[config.mk]
export PLATFORM = sky130hd
export DESIGN_NAME = sys_bus_arbiter
export DESIGN_NICKNAME = d
export VERILOG_FILES = /design/src/rtl/sys_bus_arbiter.sv
export SDC_FILE = /design/constraint.sdc
export NUM_CORES = 1
export LEC_CHECK = 0
export ABC_AREA = 0
export ABC_CLOCK_PERIOD_IN_PS = 1800
export CORE_UTILIZATION = 39
export DETAILED_ROUTE_END_ITERATION = 10
export MAX_ROUTING_LAYER = met4
export PLACE_DENSITY = 0.79
export SLEW_MARGIN = 20
export SYNTH_ARGS = -nofsm -noshare
export SYNTH_HDL_FRONTEND = slang
export SYNTH_SLANG_ARGS = --single-unit
export TNS_END_PERCENT = 10
[constraint.sdc]
create_clock -name memclk -period 1.8 [get_ports memclk]
set_clock_uncertainty 0.05 [all_clocks]
set_input_delay 0.36 -clock memclk [delete_from_list [all_inputs] [get_ports memclk]]
set_output_delay 0.36 -clock memclk [all_outputs]
set_load 0.05 [all_outputs]
[src/rtl/sys_bus_arbiter.sv]
// sys_bus_arbiter: owns the shared 7800 system bus between the 6502 and MARIA DMA.
// Sequences the CPU halt handshake, inserts a turnaround cycle before and after
// each DMA burst, enforces a minimum CPU window between bursts and forcibly
// returns the bus if a burst overruns the watchdog limit.
module sys_bus_arbiter #(
  parameter int             MAX_DMA = 512,
  parameter int             MIN_CPU = 2,
  parameter int             WR_WAIT = 3,
  parameter int             CSW     = 4,
  parameter logic [CSW-1:0] CS_NONE = {CSW{1'b0}}
) (
  input  logic           memclk,
  input  logic           reset,
  input  logic           dma_req,
  input  logic           dma_done,
  input  logic [15:0]    cpu_ab,
  input  logic           cpu_rw,
  input  logic [15:0]    maria_ab,
  input  logic [CSW-1:0] cs_in,
  output logic           halt_b,
  output logic           dma_grant,
  output logic           dma_ack,
  output logic [15:0]    ab_out,
  output logic           rw_out,
  output logic [CSW-1:0] cs_buf,
  output logic           timeout_err,
  output logic [2:0]     state_o
);

  localparam int DCW  = $clog2(MAX_DMA) + 1;
  localparam int WINW = (MIN_CPU > 0) ? $clog2(MIN_CPU + 1) : 1;
  localparam int WRW  = (WR_WAIT > 0) ? $clog2(WR_WAIT + 1) : 1;

  localparam logic [DCW-1:0]  DMA_LAST = DCW'(MAX_DMA - 1);
  localparam logic [DCW-1:0]  DMA_ONE  = DCW'(1);
  localparam logic [WINW-1:0] WIN_MIN  = WINW'(MIN_CPU);
  localparam logic [WINW-1:0] WIN_ONE  = WINW'(1);
  localparam logic [WRW-1:0]  WR_LAST  = WRW'(WR_WAIT - 1);
  localparam logic [WRW-1:0]  WR_MAX   = WRW'(WR_WAIT);
  localparam logic [WRW-1:0]  WR_ONE   = WRW'(1);

  typedef enum logic [2:0] {
    ST_IDLE      = 3'd0,
    ST_HALT_WAIT = 3'd1,
    ST_HANDOVER  = 3'd2,
    ST_GRANT     = 3'd3,
    ST_RELEASE   = 3'd4
  } state_t;

  state_t          state_r;
  state_t          next_state_s;
  logic [DCW-1:0]  dma_cnt_r;
  logic [WINW-1:0] win_cnt_r;
  logic [WRW-1:0]  wr_cnt_r;
  logic            wd_expire_s;
  logic            wr_expire_s;
  logic            halt_b_s;
  logic            grant_s;
  logic            ack_s;
  logic            timeout_s;
  logic            halt_b_r;
  logic            grant_r;
  logic            ack_r;
  logic            timeout_r;
  logic [CSW-1:0]  cs_buf_r;

  // State register; reset hands the bus straight back to the CPU.
  always_ff @(posedge memclk or posedge reset) begin
    if (reset) begin
      state_r <= ST_IDLE;
    end else begin
      state_r <= next_state_s;
    end
  end

  // Next-state logic, including detection of the two timeout exits.
  always_comb begin
    next_state_s = ST_IDLE;
    wd_expire_s  = 1'b0;
    wr_expire_s  = 1'b0;
    case (state_r)
      ST_IDLE: begin
        if (dma_req && (win_cnt_r >= WIN_MIN)) begin
          next_state_s = ST_HALT_WAIT;
        end else begin
          next_state_s = ST_IDLE;
        end
      end
      ST_HALT_WAIT: begin
        if (!dma_req) begin
          next_state_s = ST_IDLE;
        end else if (cpu_rw) begin
          next_state_s = ST_HANDOVER;
        end else if (wr_cnt_r >= WR_LAST) begin
          // This sampled write is the WR_WAIT-th in a row: give up waiting.
          next_state_s = ST_HANDOVER;
          wr_expire_s  = 1'b1;
        end else begin
          next_state_s = ST_HALT_WAIT;
        end
      end
      ST_HANDOVER: begin
        next_state_s = ST_GRANT;
      end
      ST_GRANT: begin
        // A normal end takes priority over a coincident watchdog expiry.
        if (dma_done || !dma_req) begin
          next_state_s = ST_RELEASE;
        end else if (dma_cnt_r >= DMA_LAST) begin
          next_state_s = ST_RELEASE;
          wd_expire_s  = 1'b1;
        end else begin
          next_state_s = ST_GRANT;
        end
      end
      ST_RELEASE: begin
        next_state_s = ST_IDLE;
      end
      default: begin
        next_state_s = ST_IDLE;
      end
    endcase
  end

  // Output decode from the next state so registered outputs align with state_o.
  always_comb begin
    halt_b_s  = (next_state_s == ST_IDLE);
    grant_s   = (next_state_s == ST_GRANT);
    ack_s     = (next_state_s == ST_GRANT) && (state_r != ST_GRANT);
    timeout_s = timeout_r | wd_expire_s | wr_expire_s;
  end

  // Registered control outputs; timeout flag is sticky until reset.
  always_ff @(posedge memclk or posedge reset) begin
    if (reset) begin
      halt_b_r  <= 1'b1;
      grant_r   <= 1'b0;
      ack_r     <= 1'b0;
      timeout_r <= 1'b0;
    end else begin
      halt_b_r  <= halt_b_s;
      grant_r   <= grant_s;
      ack_r     <= ack_s;
      timeout_r <= timeout_s;
    end
  end

  // CPU window counter: cleared as the bus comes back, saturates at MIN_CPU.
  always_ff @(posedge memclk or posedge reset) begin
    if (reset) begin
      win_cnt_r <= {WINW{1'b0}};
    end else if (state_r == ST_RELEASE) begin
      win_cnt_r <= {WINW{1'b0}};
    end else if ((state_r == ST_IDLE) && (win_cnt_r < WIN_MIN)) begin
      win_cnt_r <= win_cnt_r + WIN_ONE;
    end else begin
      win_cnt_r <= win_cnt_r;
    end
  end

  // Consecutive CPU write counter, live only while waiting for the halt.
  always_ff @(posedge memclk or posedge reset) begin
    if (reset) begin
      wr_cnt_r <= {WRW{1'b0}};
    end else if (state_r != ST_HALT_WAIT) begin
      wr_cnt_r <= {WRW{1'b0}};
    end else if (!cpu_rw && (wr_cnt_r < WR_MAX)) begin
      wr_cnt_r <= wr_cnt_r + WR_ONE;
    end else begin
      wr_cnt_r <= wr_cnt_r;
    end
  end

  // DMA burst length counter for the watchdog, live only while granted.
  always_ff @(posedge memclk or posedge reset) begin
    if (reset) begin
      dma_cnt_r <= {DCW{1'b0}};
    end else if (state_r != ST_GRANT) begin
      dma_cnt_r <= {DCW{1'b0}};
    end else if (dma_cnt_r < DMA_LAST) begin
      dma_cnt_r <= dma_cnt_r + DMA_ONE;
    end else begin
      dma_cnt_r <= dma_cnt_r;
    end
  end

  // Chip-select pipeline register feeding the read-data mux.
  always_ff @(posedge memclk or posedge reset) begin
    if (reset) begin
      cs_buf_r <= CS_NONE;
    end else begin
      cs_buf_r <= cs_in;
    end
  end

  assign halt_b      = halt_b_r;
  assign dma_grant   = grant_r;
  assign dma_ack     = ack_r;
  assign timeout_err = timeout_r;
  assign cs_buf      = cs_buf_r;
  assign state_o     = state_r;
  assign ab_out      = grant_r ? maria_ab : cpu_ab;
  assign rw_out      = grant_r ? 1'b1 : cpu_rw;

endmodule

# Yosys cells after proc, flatten, opt, wreduce, memory -nomap -nowiden
# Cells that the tools add are included.
# op_classes
magnitude_cmp	6
n_eq_ne	7
addsub	3
n_mux	22
reduce_logical	12
bitwise_logic	2
# op_table
cell	count
10-bit two-way mux	2
16-bit two-way mux	1
2-bit two-way mux	7
3-bit one-hot mux with 4 select lines	1
10-bit by 1-bit adder with 10-bit output (second input constant)	1
10-bit by 9-bit greater-or-equal comparator with 1-bit output (second input constant)	1
10-bit by 9-bit less-than comparator with 1-bit output (second input constant)	1
3-bit by 2-bit == test with 1-bit output (second input constant)	3
1-bit two-way mux	9
3-bit logical NOT	2
3-bit two-way mux	2
2-bit nonzero test	3
2-bit by 1-bit adder with 2-bit output (second input constant)	2
2-bit greater-or-equal comparator (second input constant)	2
1-bit logical AND	4
2-bit less-than comparator (second input constant)	2
3-bit by 1-bit == test with 1-bit output (second input constant)	1
3-bit == test (second input constant)	1
3-bit by 1-bit != test with 1-bit output (second input constant)	1
3-bit by 2-bit != test with 1-bit output (second input constant)	1
1-bit logical NOT	2
1-bit bitwise OR	2
1-bit logical OR	1
# word_totals
word_cells	61
input_bits	41
ff_bits	25

# Logic depth before layout (Yosys ltp)
# Gate-level depths: netlist of run 1.
# depth
depth_word	7
mapped_depth	5
depth_no_buf	5

# Worst setup path before layout of run 1
# Ideal clock, no wire load.
# synth_path
path_type	register to output
startpoint	register grant_r, in the netlist dma_grant
endpoint	output port ab_out[10]
arrival_ns	1.567
path_slack_ns	-0.177
path_stages_with_launch	4
path_cell_list	dfrtp_1 buf_2 buf_2 mux2_2
# synth_via
elab_chain_cells	1
# synth_rtl
element	line_no	text
start, declared	62	logic grant_r;
start signal, assigned	142	grant_r <= grant_s;
16-bit two-way mux	202	assign ab_out = grant_r ? maria_ab : cpu_ab;
end, declared	23	output logic [15:0] ab_out,
# Every way passes these cells.

# Worst setup path after layout of run 1
# layout_path
startpoint	register grant_r, in the netlist dma_grant
endpoint	output port rw_out
# layout_via
elab_chain_cells	1
# layout_rtl
element	line_no	text
1-bit two-way mux	203	assign rw_out = grant_r ? 1'b1 : cpu_rw;
end, declared	24	output logic rw_out,
# Every way passes these cells.

==> flow_summary.toml, run 1 <==
[power_and_ir_drop]
power.share.switching_pct = 44.0
clock_power_share_pct = 7.9
p_per_area_nw_per_um2 = 1300
power_frac_seq_pct = 27.4
intPower_mw = 1.69
net_switching_mw = 1.33
peak_ir_drop_on_the_vdd_network_mv = 0.828
leakage_nw = 0.994
totalPowerFinal_mw = 3.02
power.share.combinational_pct = 64.8

[grt]
antenna_violations_before_repair = 0
grt_first_pass_wirelength_um = 5950
gr-total-overflow = 0
via_count_of_the_first_global_routing_pass = 1198
largest_net_degree_at_the_start_of_global_routing = 26
global_route.usage.total_pct = 23.7

[clock_network]
tritoncts_clock_tree = "built"
post_cts_hold_buffer_count = 0
clk_latency_worst_skew_pair_ns = 0.31
clkTransAtPathRegs_ns = 0.13
clock_sink_count = 25
cts_htree_levels = 1
clk_root_buffer_cell = "clkbuf_4"
clk_path_buf_depth = 2
cts-buffers-inserted = 3

[routing]
drc = 0
drt_first_iter_violations = 42
ant_nets = 0
route.vias.total = 1251
route.detailed.vias_per_inst = 5.19
drt-pass1-iter-count = 4
routed_wire_length_per_instance_um = 16.7
drt_wl_total_um = 4030

[layout]
postLayoutCoreUtil_pct = 73.4
final_net_count = 242
num_antenna_cells = 0
final_layout_size_suffix_gt1_share_pct = 31.0
layout-area-overhead-vs-synth_pct = 74.2

[yosys]
synthDominantCellAreaShare_pct = 45.2
synth_ff_type = "dfrtp_1"
ys_ff_latch = 25
synthTopCellsByArea = "dfrtp_1 45%, mux2_2 14%, ha_1 2.8%"
mean_instance_size_in_the_synthesized_netlist_um2 = 10.8
synth-edff-count = 0
cell_count_after_synthesis = 123
total_number_of_yosys_warnings = 0
synth.most_common_cell = "dfrtp_1"
postSynth.asyncResetShare_pct = 100
post_synth_num_cell_types = 35
most_frequent_cells_after_synthesis = "24 x dfrtp_1, 16 x mux2_2, 9 x nand2_1, 9 x nor2_1, 7 x o21ai_0"
ys_seq_area_share_pct = 47.2
post-synth-top-area-cell = "dfrtp_1"
netlist_area_um2 = 1330
postSynthNetCount = 167

[die]
top_ports = 69
core_region_area_um2 = 3150
dieWidth_um = 60.4
floorplan.die.height_um = 60.4
initial_utilization_pct = 42.1
fp.dieArea_um2 = 3640
number_of_rows_in_the_core_area = 20

[timing]
report.final.hold_viol_count = 0
layout_worst_path_cycle_share_pct = 104
report.final.slew_viol_count = 0
tightestPinTransition_ns = 0.393
finalWorstSetupSlack_ns = -0.0757
timing.max_slew.rel_slack_pct = 73.5
finalSetupViolations = 17
clock.fmax_ghz = 0.533
finalCriticalPeriod_ns = 1.88
grt_setup_unrepaired = "yes"

[place]
dp_slack_ns = 0.136
placement.io_buffers = 68
dp_hpwl_um = 3170
final_wtd_congestion = 0.849

[worst_setup_path]
worst_r2r_startpoint = "dma_cnt_r[0]"
worstReg2RegEnd = "timeout_err"
timing.reg2reg.worst_path_depth = 4
worstPathRequired_ns = 1.39
cp-end-kind = "primary output"
crit_fanout = 9
cp.arrival_ns = 1.47
crit_type = "register to primary output"
timing.reg2reg.setup_slack_ns = 0.20
startpoint_type_of_the_worst_setup_path = "register"

[worst_hold_path]
hold_path.class = "input pin to async pin"

[run_status]
violations = "setup timing"
status = "complete, but fails checks"

[job]
maxCapViolCount = 0
## routing by layer
metal  track usage, %  part of all wire (%)  vias to the layer above
li1                 -                     -                      594
met3             3.84                   3.0                        7
met5                -                     0                        -
met1             29.9                    40                      610
met2             39.4                    56                       40
met4             6.64                   1.3                        0
## layout by cell type, fill, tap and decap left out, types with 4 or more instances in the layout
cell type / count
inv_1: 5
nor2_1: 9
nand2_1: 9
mux2_2: 16
dfrtp_1: 23
a21oi_1: 6
clkdlybuf4s50_1: 40
buf_4: 11
buf_12: 20
a31oi_1: 4
o21ai_0: 7
## state kept, by name, indices dropped and copies added, names as in the netlist
signal       flops
cs_buf           4
dma_ack          1
dma_cnt_r       10
dma_grant        1
halt_b           1
state_o          3
timeout_err      1
win_cnt_r        2
wr_cnt_r         2
## worst max-delay path, cell delays in order, from the launching register on
cell,delay [ns]
dfrtp_4,0.52
buf_8,0.16
or2_2,0.31
buf_6,0.16
## how the worst max path moves through the flow
stage                     startpoint  slack [ns]  cells after the start         end
after CTS                  dma_grant       -0.09                      2  ab_out[13]
after global placement        cpu_rw        0.16                      3      rw_out
final                      dma_grant       -0.08                      3      rw_out
after detailed placement      cpu_rw        0.14                      3      rw_out
after floorplan            dma_grant       -0.04                      3  ab_out[10]
after global routing       dma_grant       -0.12                      3   ab_out[2]
## kinds of logic (layout without fill, tap and decap cells)
group | Yosys count | after routing | share of synthesized area [%]
adders and majority gates | 3 | 3 | 2.83
and+or+nand+nor | 42 | 42 | 18.6
xor gates and xnor gates | 2 | 2 | 1.32
DFF | 25 | 25 | 47.2
buffers and inverters | 9 | 83 | 2.92
AOI/OAI and AO/OA | 24 | 24 | 12.1
muxes | 18 | 18 | 15.1
## area by class of cell
type,instances,area (um^2)
Timing Repair Buffer,74,921
Fill cell,244,838
Multi-Input combinational cell,89,663
Sequential cell,25,631
Tap cell,44,55.1
Clock buffer,4,26.3
Inverter,5,18.8
## power groups by stage
| stage | Clock, mW | Combinational, mW | Sequential (mW) |
|---|---|---|---|
| floorplan | 0 | 0.844 | 0.991 |
| global placement | 0 | 1.79 | 0.863 |
| detailed placement | 0 | 1.83 | 0.881 |
| CTS | 0.246 | 1.84 | 0.874 |
| global route | 0.269 | 2.04 | 0.843 |
| finish | 0.238 | 1.95 | 0.826 |
## timing repair
action / CTS / global route
setup buffers: 0 / 3
gates resized for setup: 2 / 3
endpoints found under the setup margin: 17 / 17
endpoints found under the hold margin: 0 / 0
pin swaps: 0 / 0
## stage by stage
stage / setup TNS, ns / instances / hold WS (ns) / instance area (um^2)
floorplan: -0.325 / 123 / 0.337 / 1330
global placement: 0 / 234 / 0.419 / 2250
detailed placement: 0 / 234 / 0.419 / 2250
CTS: -1.42 / 238 / 0.341 / 2280
global route: -1.84 / 241 / 0.361 / 2310
finish: -0.960 / 241 / 0.335 / 2310
Power figures use the tool's default switching activity.
==> inputs of run 2 (changes only) <==
--- a/config.mk
+++ b/config.mk
@@ -10,7 +10,7 @@
 export CORE_UTILIZATION = 39
 export DETAILED_ROUTE_END_ITERATION = 10
 export MAX_ROUTING_LAYER = met4
-export PLACE_DENSITY = 0.79
+export PLACE_DENSITY = 0.9
 export SLEW_MARGIN = 20
 export SYNTH_ARGS = -nofsm -noshare
 export SYNTH_HDL_FRONTEND = slang
==> run 2 against run 1 <==
Compared with the run above:
- power decreased by 0.22%
- global-route usage down 0.071 points
- first-iteration DRC count up 71%
- combinational power barely moved
- utilization shrank 0.32 points
- hold slack got worse by 0.020 ns
- the run still ends with setup timing left
- routed wire length fell by 0.60%
==> flow_summary.toml, run 2 (synthesis gave the netlist of run 1 again) <==
[routing]
drc = 0
route.vias.total = 1271
drt_wl_total_um = 4000
routed_wire_length_per_instance_um = 16.7
ant_nets = 0
drt_first_iter_violations = 72
route.detailed.vias_per_inst = 5.30
drt-pass1-iter-count = 4

[worst_setup_path]
setup.worst_path.start = "dma_grant"
worst_setup_path_end = "ab_out[1]"
worstPathRequired_ns = 1.39
critPathBufInv = 2
timing.reg2reg.worst_path_depth = 5
cp-end-kind = "primary output"
critical_path.top_delay_family = "flip-flops"
critical-path-slowest-cell = "dfrtp_4"
crit_chain = "buf_6 > mux2_2 > buf_12"
max_stage_delay_ns = 0.44
timing.critical_path.depth = 3
crit_fanout = 9
worstReg2RegEnd = "dma_cnt_r[7]"
startpoint_type_of_the_worst_setup_path = "register"
timing.reg2reg.setup_slack_ns = 0.18
crit_type = "register to primary output"
cp.arrival_ns = 1.45
worst_r2r_startpoint = "dma_cnt_r[0]"

[run_status]
violations = "setup timing"
status = "complete, but fails checks"

[power_and_ir_drop]
totalPowerFinal_mw = 3.01
p_per_area_nw_per_um2 = 1310
peak_ir_drop_on_the_vdd_network_mv = 0.816
leakage_nw = 0.990

[timing]
finalSetupViolations = 17
grt_setup_unrepaired = "yes"
layout_worst_path_cycle_share_pct = 103
clock.fmax_ghz = 0.539
timing.max_slew.rel_slack_pct = 71.9
report.final.slew_viol_count = 0
tightestPinTransition_ns = 0.422
final.hold.worst_slack_ns = 0.315
finalCriticalPeriod_ns = 1.86
report.final.hold_viol_count = 0
finalWorstSetupSlack_ns = -0.0570

[grt]
antenna_violations_before_repair = 0
largest_net_degree_at_the_start_of_global_routing = 26
via_count_of_the_first_global_routing_pass = 1264
grt_first_pass_wirelength_um = 6060
global_route.usage.total_pct = 23.7
gr-total-overflow = 0

[clock_network]
tritoncts_clock_tree = "built"
clkTransAtPathRegs_ns = 0.14
clk_root_buffer_cell = "clkbuf_4"
clk_latency_worst_skew_pair_ns = 0.32
clock_sink_count = 25
clk_path_buf_depth = 2
cts_htree_levels = 1
cts-buffers-inserted = 3

[die]
dieWidth_um = 60.4
number_of_rows_in_the_core_area = 20
core_region_area_um2 = 3150
fp.dieArea_um2 = 3640
top_ports = 69
initial_utilization_pct = 42.1
floorplan.die.height_um = 60.4

[layout]
num_antenna_cells = 0
largest_register_ffs = 10
finish.instance_area_um2 = 2300
postLayoutCoreUtil_pct = 73.1
final_net_count = 241
leading_cell_types_in_the_layout_fill_and_taps_excluded = "40 x clkdlybuf4s50_1, 23 x dfrtp_1, 20 x buf_12"
largest_register = "dma_cnt_r"
final_layout_size_suffix_gt1_share_pct = 31.1
instances_no_fill = 240
layout-area-overhead-vs-synth_pct = 73.4
mostFrequentLayoutCell = "clkdlybuf4s50_1"

[place]
number_of_cells_in_the_design_after_placement = 234
postPlaceCellArea_um2 = 2250
placement.io_buffers = 68
dp_hpwl_um = 3060
final_wtd_congestion = 0.823

[job]
maxCapViolCount = 0

[worst_hold_path]
hold_path.class = "input pin to async pin"
[run 2: cell count changes in the layout (fill, tap and decap cells not counted), sizes merged]
cell / change
clkinv: +1
buf: -1
clkbuf: -1
[run 2: worst min-delay path by stage]
stage,cells past startpoint,slack [ns],end,startpoint
after global routing,3,0.36,dma_cnt_r[9],reset
after global placement,1,0.43,timeout_err,timeout_err
after detailed placement,1,0.43,timeout_err,timeout_err
after CTS,3,0.32,dma_cnt_r[2],reset
final,3,0.31,dma_cnt_r[1],reset
after floorplan,1,0.34,cs_buf[0],reset
[run 2: report_power, final]
group | switching [mW] | internal, mW | leakage, nW | total [mW]
Clock | 0.158 | 0.0831 | 0.0177 | 0.241
Sequential | 0.146 | 0.680 | 0.320 | 0.826
Combinational | 1.04 | 0.905 | 0.652 | 1.95
[run 2: worst reg2reg max path, cell delays in order, from the launching register on]
cell     delay, ns
dfrtp_1       0.44
ha_1          0.28
and4_2        0.26
a21oi_1       0.21
nand3_1       0.13
mux2i_1       0.14
[run 2: area by class of cell]
type | count | area [um^2]
timing repair buffer | 73 | 910
fill | 237 | 848
multi-input combinational | 89 | 663
sequential | 25 | 631
tap | 44 | 55.1
clock buffer | 3 | 22.5
inverter | 5 | 18.8
clock inverter | 1 | 5.00
[run 2: repair_timing]
item / CTS / global route
hold buffers: 0 / 0
gates resized for setup: 4 / 0
buffers inserted: 2 / 0
endpoints found under the setup margin: 17 / 17
[run 2: through the flow]
stage | setup WS, ns | setup TNS, ns
2_1_floorplan | -0.0361 | -0.325
5_1_grt | -0.112 | -1.80
3_3_place_gp | 0.145 | 0
4_1_cts | -0.0583 | -0.865
3_5_place_dp | 0.137 | 0
6_report | -0.0570 | -0.853
[run 2: per-layer routing]
metal / routed length, um / global-route usage, % / share of wire [%] / vias up
met4: 52 / 5.65 / 1.3 / 0
li1: - / - / - / 589
met1: 1520 / 29.4 / 38 / 629
met2: 2280 / 39.7 / 57 / 47
met5: 0 / - / 0 / -
met3: 152 / 4.48 / 3.8 / 6
==> inputs of run 3 (changes only) <==
--- a/config.mk
+++ b/config.mk
@@ -7,10 +7,11 @@
 export LEC_CHECK = 0
 export ABC_AREA = 0
 export ABC_CLOCK_PERIOD_IN_PS = 1800
-export CORE_UTILIZATION = 39
+export CORE_UTILIZATION = 61
 export DETAILED_ROUTE_END_ITERATION = 10
+export DONT_BUFFER_PORTS = 1
 export MAX_ROUTING_LAYER = met4
-export PLACE_DENSITY = 0.9
+export PLACE_DENSITY = 0.88
 export SLEW_MARGIN = 20
 export SYNTH_ARGS = -nofsm -noshare
 export SYNTH_HDL_FRONTEND = slang
==> run 3 against run 2 <==
Compared with the run above:
- final cell count decreased by 33%
- the flow still finishes with violations (setup timing)
- die area decreased by 35%
- sequential share of layout area increased by 16 points
- clock-buffer cell count unchanged
- first-iteration DRC count is 56% lower
- non-clock buffer count decreased by 63
- sequential power is 17% higher
- hold slack got worse by 0.22 ns
- critical path type unchanged
- flip-flop and latch count unchanged
- highest routed layer unchanged
- routed wire length fell by 27%
- global-route usage grew 3.1 points
- register-to-register slack barely moved
==> flow_summary.toml, run 3 (synthesis gave the netlist of run 1 again) <==
[layout]
layout.filler_cells = 126
mostFrequentLayoutCell = "dfrtp_1"
largest_register_ffs = 10
multi_input_comb_area_um2 = 663
final_layout_size_suffix_gt1_share_pct = 24.8
area.sequential_um2 = 631
num_antenna_cells = 0
largest_register = "dma_cnt_r"
leading_cell_types_in_the_layout_fill_and_taps_excluded = "23 x dfrtp_1, 16 x mux2_2, 9 x nand2_1, 9 x nor2_1, 7 x o21ai_0"
final_net_count = 178
layout-area-overhead-vs-synth_pct = 9.98
postLayoutCoreUtil_pct = 73.0

[grt]
grt_first_pass_wirelength_um = 4660
gr-total-overflow = 0
global_route.usage.total_pct = 26.8
via_count_of_the_first_global_routing_pass = 1085
largest_net_degree_at_the_start_of_global_routing = 26
antenna_violations_before_repair = 0

[clock_network]
cts-buffers-inserted = 3
clk_root_buffer_cell = "clkbuf_4"
tritoncts_clock_tree = "built"
clk_latency_worst_skew_pair_ns = 0.32
post-cts-setup-buffer-count = 0
clkTransAtPathRegs_ns = 0.13
clock_sink_count = 25
clk_path_buf_depth = 2
cts_htree_levels = 1

[worst_setup_path]
critical-path-slowest-cell = "dfrtp_4"
max_stage_delay_ns = 0.58
critPathBufInv = 0
critical_path.top_delay_family = "flip-flops"
cp.arrival_ns = 1.40
setup.worst_path.start = "dma_grant"
startpoint_type_of_the_worst_setup_path = "register"
worst_r2r_startpoint = "dma_cnt_r[0]"
cp-end-kind = "primary output"
worstPathRequired_ns = 1.39
crit_chain = "mux2_2"
crit_type = "register to primary output"
crit_fanout = 18

[die]
fp.dieArea_um2 = 2370
floorplan.die.height_um = 48.7
top_ports = 69
core_region_area_um2 = 2000
dieWidth_um = 48.7
number_of_rows_in_the_core_area = 16
initial_utilization_pct = 66.4

[power_and_ir_drop]
clock_power_share_pct = 11.2
power.share.switching_pct = 52.6
totalPowerFinal_mw = 2.24
p_per_area_nw_per_um2 = 1530
power.share.combinational_pct = 45.6
power_frac_seq_pct = 43.2
intPower_mw = 1.06
net_switching_mw = 1.18
peak_ir_drop_on_the_vdd_network_mv = 1.29
leakage_nw = 0.627

[timing]
tightestPinTransition_ns = 0.470
grt_setup_unrepaired = "yes"
report.final.slew_viol_count = 0
final.setup.tns_ns = -0.121
finalWorstSetupSlack_ns = -0.0108
finalCriticalPeriod_ns = 1.81
finalSetupViolations = 16
timing.max_slew.rel_slack_pct = 68.6
final.hold.worst_slack_ns = 0.0946
clock.fmax_ghz = 0.552
layout_worst_path_cycle_share_pct = 101
report.final.hold_viol_count = 0

[routing]
met2WireLength_um = 1460
drc = 0
route.vias.total = 1013
drt_wl_total_um = 2910
topRoutingLayerUsed = "met4"
route.detailed.vias_per_inst = 6.33
drt-pass1-iter-count = 4
routed_wire_length_per_instance_um = 18.2
ant_nets = 0
wl_met3_um = 183
met1Wirelength_um = 1190
drt_first_iter_violations = 32

[place]
placement.io_buffers = 0
dp_slack_ns = 0.238
final_wtd_congestion = 0.808
dp_hpwl_um = 2130

[run_status]
status = "complete, but fails checks"
violations = "setup timing"

[worst_hold_path]
hold_path.class = "input pin to register"
hold_start = "dma_req"

[job]
maxCapViolCount = 0
==> run 3: cell type report <==
type	instances	area share, %
tap	27	2.31
sequential	25	43.2
timing repair buffer	10	5.99
inverter	5	1.28
clock buffer	3	1.54
multi-input combinational	89	45.4
clock inverter	1	0.342
==> run 3: worst reg2reg max path, cell delays in order, from the launching register on <==
cell	delay (ns)
dfrtp_1	0.41
ha_1	0.26
nor2b_1	0.26
and3_1	0.24
mux2i_1	0.20
nor2_1	0.06
==> run 3: timing repair <==
item / 4_1_cts / 5_1_grt
hold endpoints to repair: 28 / 0
hold buffers: 5 / 0
endpoints found under the setup margin: 16 / 17
pin swaps: 0 / 0
gates resized for setup: 0 / 1
==> run 3: routing by layer <==
layer / track usage, % / vias up
met5: - / -
met4: 16.7 / 0
li1: - / 463
met3: 3.46 / 8
met1: 29.6 / 478
met2: 45.6 / 64
==> run 3: worst paths after layout <==
kind / endpoint / slack, ns / cells after the start
setup / recovery: ab_out[8] / -0.01 / 1
hold reg to reg: dma_cnt_r[4] / 0.48 / 1
min in group asynchronous: state_o[2] / 0.49 / 3
hold / removal: state_o[2] / 0.09 / 1
setup reg to reg: dma_cnt_r[6] / 0.19 / 5
max in group asynchronous: halt_b / 0.92 / 3
==> run 3: through the flow <==
step | cells | area (um^2)
3_3_place_gp | 151 | 1380
6_report | 160 | 1460
5_1_grt | 160 | 1460
4_1_cts | 160 | 1460
3_5_place_dp | 151 | 1380
2_1_floorplan | 123 | 1330
==> run 3: power by group through the flow <==
stage | combinational, mW | clock [mW] | sequential (mW)
3_3_place_gp | 0.980 | 0 | 0.957
3_5_place_dp | 1.00 | 0 | 0.968
4_1_cts | 1.01 | 0.257 | 0.957
6_report | 1.02 | 0.250 | 0.966
5_1_grt | 1.07 | 0.283 | 0.986
2_1_floorplan | 0.844 | 0 | 0.991
